<file path="config.mk">
export PLATFORM = sky130hd
export DESIGN_NAME = sha2_msg_sender
export DESIGN_NICKNAME = d
export VERILOG_FILES = /design/src/rtl/sha2_pkg.sv /design/src/rtl/sha2_byte_packer.sv /design/src/rtl/sha2_msg_sender.sv
export SDC_FILE = /design/constraint.sdc
export NUM_CORES = 1
export LEC_CHECK = 0
export BUFFER_PORTS_ARGS = -buffer_cell sky130_fd_sc_hd__buf_2
export CAP_MARGIN = 10
export CELL_PAD_IN_SITES_DETAIL_PLACEMENT = 0
export CELL_PAD_IN_SITES_GLOBAL_PLACEMENT = 1
export CORE_AREA = 2 2 256 258
export DETAILED_ROUTE_END_ITERATION = 8
export DIE_AREA = 0 0 258 260
export GPL_ROUTABILITY_DRIVEN = 0
export PLACE_DENSITY_LB_ADDON = 0.1
export REMOVE_ABC_BUFFERS = 1
export SETUP_SLACK_MARGIN = 0.4
export SLEW_MARGIN = 20
export SYNTH_ARGS = -nofsm -noshare
export SYNTH_HDL_FRONTEND = slang
export SYNTH_SLANG_ARGS = --single-unit
</file>
<file path="constraint.sdc">
create_clock -name clk -period 6.4 [get_ports clk]
set_clock_uncertainty 0.2 [all_clocks]
set_input_delay 1.28 -clock clk [delete_from_list [all_inputs] [get_ports clk]]
set_output_delay 1.28 -clock clk [all_outputs]
set_load 0.01 [all_outputs]
</file>
<file path="src/rtl/sha2_pkg.sv">
// Shared widths, byte-enable encodings and FSM state encoding for the
// SHA-2 message sender.
package sha2_pkg;

    localparam int unsigned WORD_W = 32;
    localparam int unsigned DGST_W = 256;
    localparam int unsigned LEN_W  = 64;

    localparam logic [3:0] BE_4B = 4'hf;
    localparam logic [3:0] BE_3B = 4'he;
    localparam logic [3:0] BE_2B = 4'hc;
    localparam logic [3:0] BE_1B = 4'h8;

    typedef enum logic [2:0] {
        ST_IDLE      = 3'd0,
        ST_START     = 3'd1,
        ST_PACK      = 3'd2,
        ST_SEND      = 3'd3,
        ST_WAIT_DGST = 3'd4,
        ST_RESULT    = 3'd5
    } sha2_state_e;

    // An empty word reports no enables.
    function automatic logic [3:0] be_from_cnt(input logic [2:0] cnt);
        logic [3:0] be;
        be = '0;
        case (cnt)
            3'd4:    be = BE_4B;
            3'd3:    be = BE_3B;
            3'd2:    be = BE_2B;
            3'd1:    be = BE_1B;
            default: be = '0;
        endcase
        return be;
    endfunction

endpackage

</file>
<file path="src/rtl/sha2_byte_packer.sv">
// Packs bytes MSB-first into a 32-bit word; unfilled bytes remain zero
// until the next clear.
module sha2_byte_packer
    import sha2_pkg::*;
(
    input  logic              clk,
    input  logic              rst_n,
    input  logic              clr,
    input  logic              byte_vld,
    input  logic [7:0]        byte_dat,
    output logic [WORD_W-1:0] word,
    output logic [2:0]        byte_cnt
);

    always_ff @(posedge clk or negedge rst_n) begin
        if (!rst_n) begin
            word     <= '0;
            byte_cnt <= '0;
        end else if (clr) begin
            word     <= '0;
            byte_cnt <= '0;
        end else if (byte_vld) begin
            case (byte_cnt)
                3'd0:    word[31:24] <= byte_dat;
                3'd1:    word[23:16] <= byte_dat;
                3'd2:    word[15:8]  <= byte_dat;
                default: word[7:0]   <= byte_dat;
            endcase
            byte_cnt <= byte_cnt + 3'd1;
        end
    end

endmodule

</file>
<file path="src/rtl/sha2_msg_sender.sv">
// Feeds a byte-stream message to a SHA-2 core one word at a time and
// returns the resulting digest; one job in flight at a time.
module sha2_msg_sender
    import sha2_pkg::*;
(
    input  logic              clk,
    input  logic              rst_n,
    input  logic              cmd_vld,
    input  logic [31:0]       cmd_len,
    output logic              cmd_rdy,
    input  logic              in_vld,
    input  logic [7:0]        in_dat,
    output logic              in_rdy,
    output logic              start_p,
    output logic [LEN_W-1:0]  msg_len,
    output logic              msg_vld,
    output logic [WORD_W-1:0] msg_dat,
    output logic [3:0]        msg_be,
    output logic              msg_lst,
    input  logic              msg_rdy,
    input  logic              dgst_done,
    input  logic [DGST_W-1:0] dgst,
    output logic              res_vld,
    output logic [DGST_W-1:0] res_dgst,
    input  logic              res_rdy
);

    sha2_state_e state, state_nxt;
    logic [31:0] remaining;
    logic [31:0] len_q;
    logic [2:0]  byte_cnt;
    logic        cmd_acc;
    logic        byte_acc;
    logic        word_clr;

    // Handshake outputs decode registered state only.
    assign cmd_rdy = (state == ST_IDLE);
    assign start_p = (state == ST_START);
    assign in_rdy  = (state == ST_PACK);
    assign msg_vld = (state == ST_SEND);
    assign res_vld = (state == ST_RESULT);
    assign msg_lst = (state == ST_SEND) && (remaining == '0);
    assign msg_be  = be_from_cnt(byte_cnt);
    assign msg_len = {29'b0, len_q, 3'b000};

    assign cmd_acc  = cmd_rdy && cmd_vld;
    assign byte_acc = in_rdy && in_vld;
    assign word_clr = cmd_acc || (msg_vld && msg_rdy && !msg_lst);

    sha2_byte_packer u_packer (
        .clk      (clk),
        .rst_n    (rst_n),
        .clr      (word_clr),
        .byte_vld (byte_acc),
        .byte_dat (in_dat),
        .word     (msg_dat),
        .byte_cnt (byte_cnt)
    );

    always_comb begin
        state_nxt = state;
        case (state)
            ST_IDLE:      if (cmd_vld) state_nxt = ST_START;
            ST_START:     state_nxt = (remaining == '0) ? ST_WAIT_DGST : ST_PACK;
            ST_PACK:      if (byte_acc && (byte_cnt == 3'd3 || remaining == 32'd1))
                              state_nxt = ST_SEND;
            ST_SEND:      if (msg_rdy) state_nxt = msg_lst ? ST_WAIT_DGST : ST_PACK;
            ST_WAIT_DGST: if (dgst_done) state_nxt = ST_RESULT;
            ST_RESULT:    if (res_rdy) state_nxt = ST_IDLE;
            default:      state_nxt = ST_IDLE;
        endcase
    end

    always_ff @(posedge clk or negedge rst_n) begin
        if (!rst_n) begin
            state     <= ST_IDLE;
            remaining <= '0;
            len_q     <= '0;
            res_dgst  <= '0;
        end else begin
            state <= state_nxt;
            if (cmd_acc) begin
                remaining <= cmd_len;
                len_q     <= cmd_len;
            end else if (byte_acc) begin
                remaining <= remaining - 32'd1;
            end
            if (state == ST_WAIT_DGST && dgst_done)
                res_dgst <= dgst;
        end
    end

endmodule

</file>
==> results of run 1 <==
-- cell families (layout without fill, tap and decap cells) --
group	Yosys count	in the layout	synth area share
other	1	39	0.000258
AND/OR/NAND/NOR	259	259	0.0863
flip-flops	358	358	0.616
AO/OA/AOI/OAI	79	79	0.0366
XOR/XNOR	24	24	0.0144
multiplexers	264	264	0.204
adder cells (fa/ha/maj)	7	7	0.00602
buffers and inverters	95	737	0.0370
-- final cells by class --
| cell class | count | area, um^2 | share of cell area |
|---|---|---|---|
| repair buffers | 643 | 3310 | 0.164 |
| multi-input cells | 665 | 5190 | 0.258 |
| flip-flops and latches | 358 | 8960 | 0.446 |
| well taps | 855 | 1070 | 0.0532 |
| inverters | 10 | 37.5 | 0.00187 |
| clock buffers | 74 | 1420 | 0.0705 |
| diodes | 7 | 17.5 | 0.000871 |
| clock inverters | 10 | 109 | 0.00541 |
-- Yosys cell counts, types with 3 or more instances --
| cell | n |
|---|---|
| dfrtp_1 | 358 |
| nor2_2 | 8 |
| o311ai_0 | 3 |
| or3_1 | 3 |
| nand3_1 | 33 |
| clkbuf_1 | 22 |
| ha_1 | 7 |
| mux2i_1 | 8 |
| buf_2 | 25 |
| a21oi_2 | 22 |
| o21ai_0 | 28 |
| buf_6 | 4 |
| a21oi_1 | 8 |
| nand2b_1 | 6 |
| nor4_1 | 14 |
| nor2_1 | 16 |
| xor2_1 | 4 |
| nor4b_1 | 3 |
| or2_2 | 3 |
| nand2_1 | 136 |
| mux2_2 | 256 |
| or4_1 | 3 |
| nor3_1 | 14 |
| inv_1 | 10 |
| xnor2_1 | 20 |
| buf_4 | 32 |
| a21o_1 | 8 |
| and2_1 | 3 |
| o211ai_1 | 4 |
-- cell usage in the layout, fill, tap and decap left out, types with 4 or more instances in the layout --
master | netlist | layout
a21o_1 | 8 | 8
a21oi_1 | 8 | 8
a21oi_2 | 22 | 22
buf_12 | 0 | 4
buf_2 | 25 | 631
buf_4 | 32 | 7
clkbuf_1 | 22 | 13
clkbuf_16 | 0 | 47
clkbuf_8 | 0 | 14
clkinv_2 | 0 | 5
conb_1 | 1 | 32
dfrtp_1 | 358 | 358
diode_2 | 0 | 7
ha_1 | 7 | 7
inv_1 | 10 | 10
mux2_2 | 256 | 256
mux2i_1 | 8 | 8
nand2_1 | 136 | 136
nand2b_1 | 6 | 6
nand3_1 | 33 | 33
nor2_1 | 16 | 16
nor2_2 | 8 | 8
nor3_1 | 14 | 13
nor4_1 | 14 | 14
o211ai_1 | 4 | 4
o21ai_0 | 28 | 28
xnor2_1 | 20 | 20
xor2_1 | 4 | 4
-- worst min-delay path, cell delays in order (launching register included) --
cell and delay [ps]:
dfrtp_1 330, nand2_1 50, nand2_1 50
-- sequential cells by signal, summed over array words and instances, names as in the netlist --
register and count:
len_q 32, remaining 32, res_dgst 256, state 3, u_packer.byte_cnt 3, u_packer.word 32
-- path summary, 6_finish.rpt --
| check | cells past startpoint | start | endpoint |
|---|---|---|---|
| hold reg to reg | 2 | len_q[14] | len_q[14] |
| setup / recovery | 6 | remaining[16] | msg_lst |
| min in group asynchronous | 1 | rst_n | u_packer.word[19] |
| max in group asynchronous | 2 | rst_n | u_packer.word[5] |
| setup reg to reg | 4 | state[2] | res_dgst[126] |
| hold / removal | 2 | len_q[14] | len_q[14] |
-- metrics by stage --
stage	cell area, um^2	utilization
2_1_floorplan	14200	-
3_3_place_gp	18600	0.289
3_5_place_dp	18600	0.289
4_1_cts	20100	0.313
5_1_grt	20100	0.313
6_report	20100	0.314
-- metal layers --
layer	share of wire	wire length, um	GRT usage	vias to the layer above
met3	0.083	4440	0.0572	91
met2	0.50	26800	0.267	385
met5	0.0015	78	0	-
met1	0.38	20300	0.169	5315
li1	-	-	-	5012
met4	0.030	1630	0.0539	12
-- where the power goes --
group          switching (W)  internal [W]  leakage [nW]
combinational       0.000835      0.000551          5.44
clock                0.00103       0.00159         0.748
sequential          0.000245       0.00256          4.88
==> run_results.csv, run 1 <==
group,metric,value,unit
setup_path,critPathKind,"reg -> out",
power_and_ir_drop,p_total,0.00681,W
status,status,"completed",
cells_and_area,fill_cells,6745,
clocking,clockBufferDepth,3,
cells_and_area,nets,2034,
setup_path,cp_slowest_cell,"nor3_1",
sta,drv_slew,0,
synth,synth_edf_count,0,
sta,setup_viol_count_final,0,
hold_path,holdCritPathClass,"reg -> reg",
synth,synth_top_area_frac,0.616,
cells_and_area,instances_no_fill,2622,
sta,max_slew_margin,0.270,
synth,ys_types,50,
grt,grt_pass1_vias,11200,
clocking,h-tree-depth,2,
place,numPortBuffers,632,
synth,ys_seq_area_frac,0.616,
drt,firstDrtPassIters,4,
place,hpwlAfterDp,40000,um
grt,grt-ovfl-total,0,
clocking,cts_buffers,46,
setup_path,cp_max_fo,7,
grt,antenna_found_initial,18,
synth,avgSynthCellArea,13.4,um^2
clocking,cts_resized,0,
grt,grt.total_usage,0.152,
sta,rsz0062_at_grt,"no",
place,dp_cells,2531,
synth,synth-seq-cells,358,
floorplan,die_area,67100,um^2
setup_path,worstSetupEndpointType,"output port",
power_and_ir_drop,p_leak,11.1,nW
clocking,post_cts_buffers,0,
setup_path,reg2reg_setup_slack,3590,ps
drt,routedWlPerCell,20.3,um
sta,worst_slew_pin_slew,1100,ps
sta,fmax,0.228,GHz
drt,drt-initial-drc-count,437,
clocking,cts.sinks,358,
place,pre_cts_ws,2540,ps
synth,synth_top_flop_cell,"dfrtp_1",
floorplan,die_x,258,um
clocking,clock-root-buffer,"clkbuf_16",
synth,yosys_warnings,0,
power_and_ir_drop,power_per_cell_area,339,nW/um^2
synth,netlist_area,14500,um^2
power_and_ir_drop,max-vdd-ir-drop,0.186,mV
drt,route.detailed.drc,0,
floorplan,placementRows,93,
setup_path,path_common_cell,"nor3_1",
setup_path,worst_path_largest_cell_delay,500,ps
clocking,tritoncts,"yes",
grt,grt_pass1_wl,76300,um
synth,netlist_instances,1087,
run,drv_cap,0,
sta,timing.hold.ws,269,ps
drt,drt-vias-per-instance,4.12,
setup_path,critPathBufInv,1,
floorplan,die_y,260,um
clocking,clock_latency,570,ps
sta,hold_viol_final,0,
setup_path,start_kind,"register",
floorplan,coreArea,64100,um^2
drt,dr_total_vias,10800,
cells_and_area,layout-drive-gt1-share,0.575,
setup_path,arrival,2910,ps
floorplan,start_util,0.227,
synth,synth-async-reset-ratio,1.00,
clocking,cts-hold-fix-buffers,0,
sta,finalWorstSetupSlack,2010,ps
synth,synthTopCellsByArea,"dfrtp_1 (62%), mux2_2 (20%), nand2_1 (3.5%), buf_4 (1.7%), a21oi_2 (1.3%)",
grt,grt_max_degree,167,
floorplan,pin_count,665,
synth,netlist.top_cell.by_area,"dfrtp_1",
drt,totalWireLength,53300,um
cells_and_area,synthToLayoutAreaGrowth,38.2,%
setup_path,cp_cell_sequence,"nor3_1 -> nand4_2 -> or2_2 -> nor3_1 -> and2_1 -> buf_2",
sta,finalCritPeriodShare,0.686,
drt,ant_nets,0,
setup_path,crit_family,"simple AND/OR/NAND/NOR gates",
clocking,cts.clk_slew.worst_paths,60,ps
sta,setup_tns,0,ps
sta,period_needed,4390,ps
setup_path,critPathRequiredTime,4920,ps
No activity file was read; power rests on OpenSTA's default activity.
==> inputs of run 2 (changes only) <==
- CORE_AREA: 2 2 256 258 -> 2 2 258 260
- DIE_AREA: 0 0 258 260 -> 0 0 260 262
- clock period: 6.4 -> 4.3 ns (I/O delays scaled with it)
==> run_results.csv, run 2 (same netlist as run 1, synthesis figures left out) <==
group,metric,value,unit
floorplan,pin_count,665,
grt,grt_max_degree,162,
place,numPortBuffers,632,
sta,drv_slew,0,
clocking,post_cts_buffers,0,
setup_path,cp_slowest_cell,"dfrtp_1",
drt,top_layer,"met5",
cells_and_area,nets,2042,
clocking,cts_resized,2,
clocking,clock-root-buffer,"clkbuf_16",
cells_and_area,synthToLayoutAreaGrowth,38.1,%
cells_and_area,instances_no_fill,2634,
power_and_ir_drop,max-vdd-ir-drop,0.323,mV
sta,period_needed,3720,ps
floorplan,die_area,68100,um^2
cells_and_area,largest_reg_flops,256,
clocking,cts_buffers,46,
sta,fmax,0.269,GHz
floorplan,start_util,0.223,
grt,grt_pass1_wl,74700,um
drt,routedWlPerCell,19.8,um
sta,setup_tns,0,ps
run,drv_cap,0,
drt,wl_met2,26600,um
floorplan,coreArea,65300,um^2
place,hpwlAfterDp,39800,um
setup_path,cp_cell_sequence,"nor4_4 -> nand4_2 -> or2_2 -> nor3_2 -> and2_1 -> buf_2",
clocking,cts.sinks,358,
setup_path,cp_max_fo,7,
cells_and_area,final_cell_mix,"buf_2 (631), dfrtp_1 (358), mux2_2 (256)",
clocking,h-tree-depth,2,
drt,drt-initial-drc-count,441,
floorplan,die_x,260,um
setup_path,crit_family,"simple AND/OR/NAND/NOR gates",
drt,drt-vias-per-instance,4.07,
drt,dr_total_vias,10700,
sta,max_slew_margin,0.292,
setup_path,worstSetupEndpointType,"output port",
clocking,cts-hold-fix-buffers,0,
place,pre_cts_ws,952,ps
sta,worst_slew_pin_slew,1060,ps
clocking,tritoncts,"yes",
sta,hold_viol_final,0,
drt,firstDrtPassIters,4,
floorplan,die_y,262,um
setup_path,worst_path_largest_cell_delay,470,ps
clocking,clock_latency,560,ps
setup_path,critPathKind,"reg -> out",
cells_and_area,finish.utilization,0.308,
clocking,cts.clk_slew.worst_paths,60,ps
drt,route.detailed.drc,0,
clocking,clockBufferDepth,3,
setup_path,critPathRequiredTime,3240,ps
status,status,"completed",
place,dp_cells,2548,
hold_path,holdCritPathClass,"in -> async",
setup_path,critPathBufInv,1,
sta,finalCritPeriodShare,0.864,
drt,wl_met3,4490,um
cells_and_area,final_common_cell,"buf_2",
grt,grt-ovfl-total,0,
grt,grt_pass1_vias,11100,
floorplan,placementRows,94,
cells_and_area,layout-drive-gt1-share,0.575,
power_and_ir_drop,p_leak,11.1,nW
power_and_ir_drop,power_per_cell_area,495,nW/um^2
setup_path,arrival,2660,ps
drt,wirelength_met1,19800,um
drt,ant_nets,0,
drt,totalWireLength,52200,um
grt,antenna_found_initial,13,
sta,rsz0062_at_grt,"no",
setup_path,start_kind,"register",
cells_and_area,top_register,"res_dgst",
sta,finalWorstSetupSlack,584,ps
grt,grt.total_usage,0.147,
sta,setup_viol_count_final,0,
[run 2: cell types whose count changed in the layout (fill, tap and decap cells not counted), sizes merged]
cell and delta:
clkbuf -9, buf +8, clkinv +4, clkinvlp +2, diode -1, inv -1
[run 2: cell type report]
type / instances / area, um^2
sequential: 358 / 8960
timing repair buffer: 651 / 3370
clock buffer: 65 / 1270
multi-input combinational: 665 / 5200
tap: 864 / 1080
antenna: 6 / 15.0
clock inverter: 15 / 158
inverter: 10 / 37.5
fill: 6837 / 45200
[run 2: where the power goes]
part | total, W | internal, W | leakage (nW) | switching, W
Combinational | 0.00207 | 0.000833 | 5.49 | 0.00123
Clock | 0.00369 | 0.00218 | 0.689 | 0.00151
Sequential | 0.00419 | 0.00382 | 4.88 | 0.000372
Total | 0.00994 | 0.00683 | 11.1 | 0.00311
[run 2: per-layer routing]
layer	vias up	global-route usage
met5	-	0
met4	10	0.0423
met3	83	0.0521
met2	378	0.258
met1	5233	0.168
li1	5007	-
[run 2: stage by stage]
step	hold slack, ps	cell area (um^2)	power [W]
after detailed placement	257	18600	0.00636
final	164	20100	0.00994
after CTS	176	20100	0.0102
after floorplan	314	14200	0.00535
after global placement	256	18600	0.00637
after global routing	214	20100	0.0106
[run 2: path summary, 6_finish.rpt]
kind	from	endpoint	slack [ps]	cells after the start
worst min-delay path	rst_n	res_dgst[108]	160	1
worst max-delay path	remaining[7]	msg_lst	580	6
min in group clk	len_q[15]	len_q[15]	270	2
max in group asynchronous	rst_n	res_dgst[22]	2740	2
worst max register to register	remaining[21]	u_packer.word[18]	1220	6
worst min register to register	len_q[15]	len_q[15]	270	2
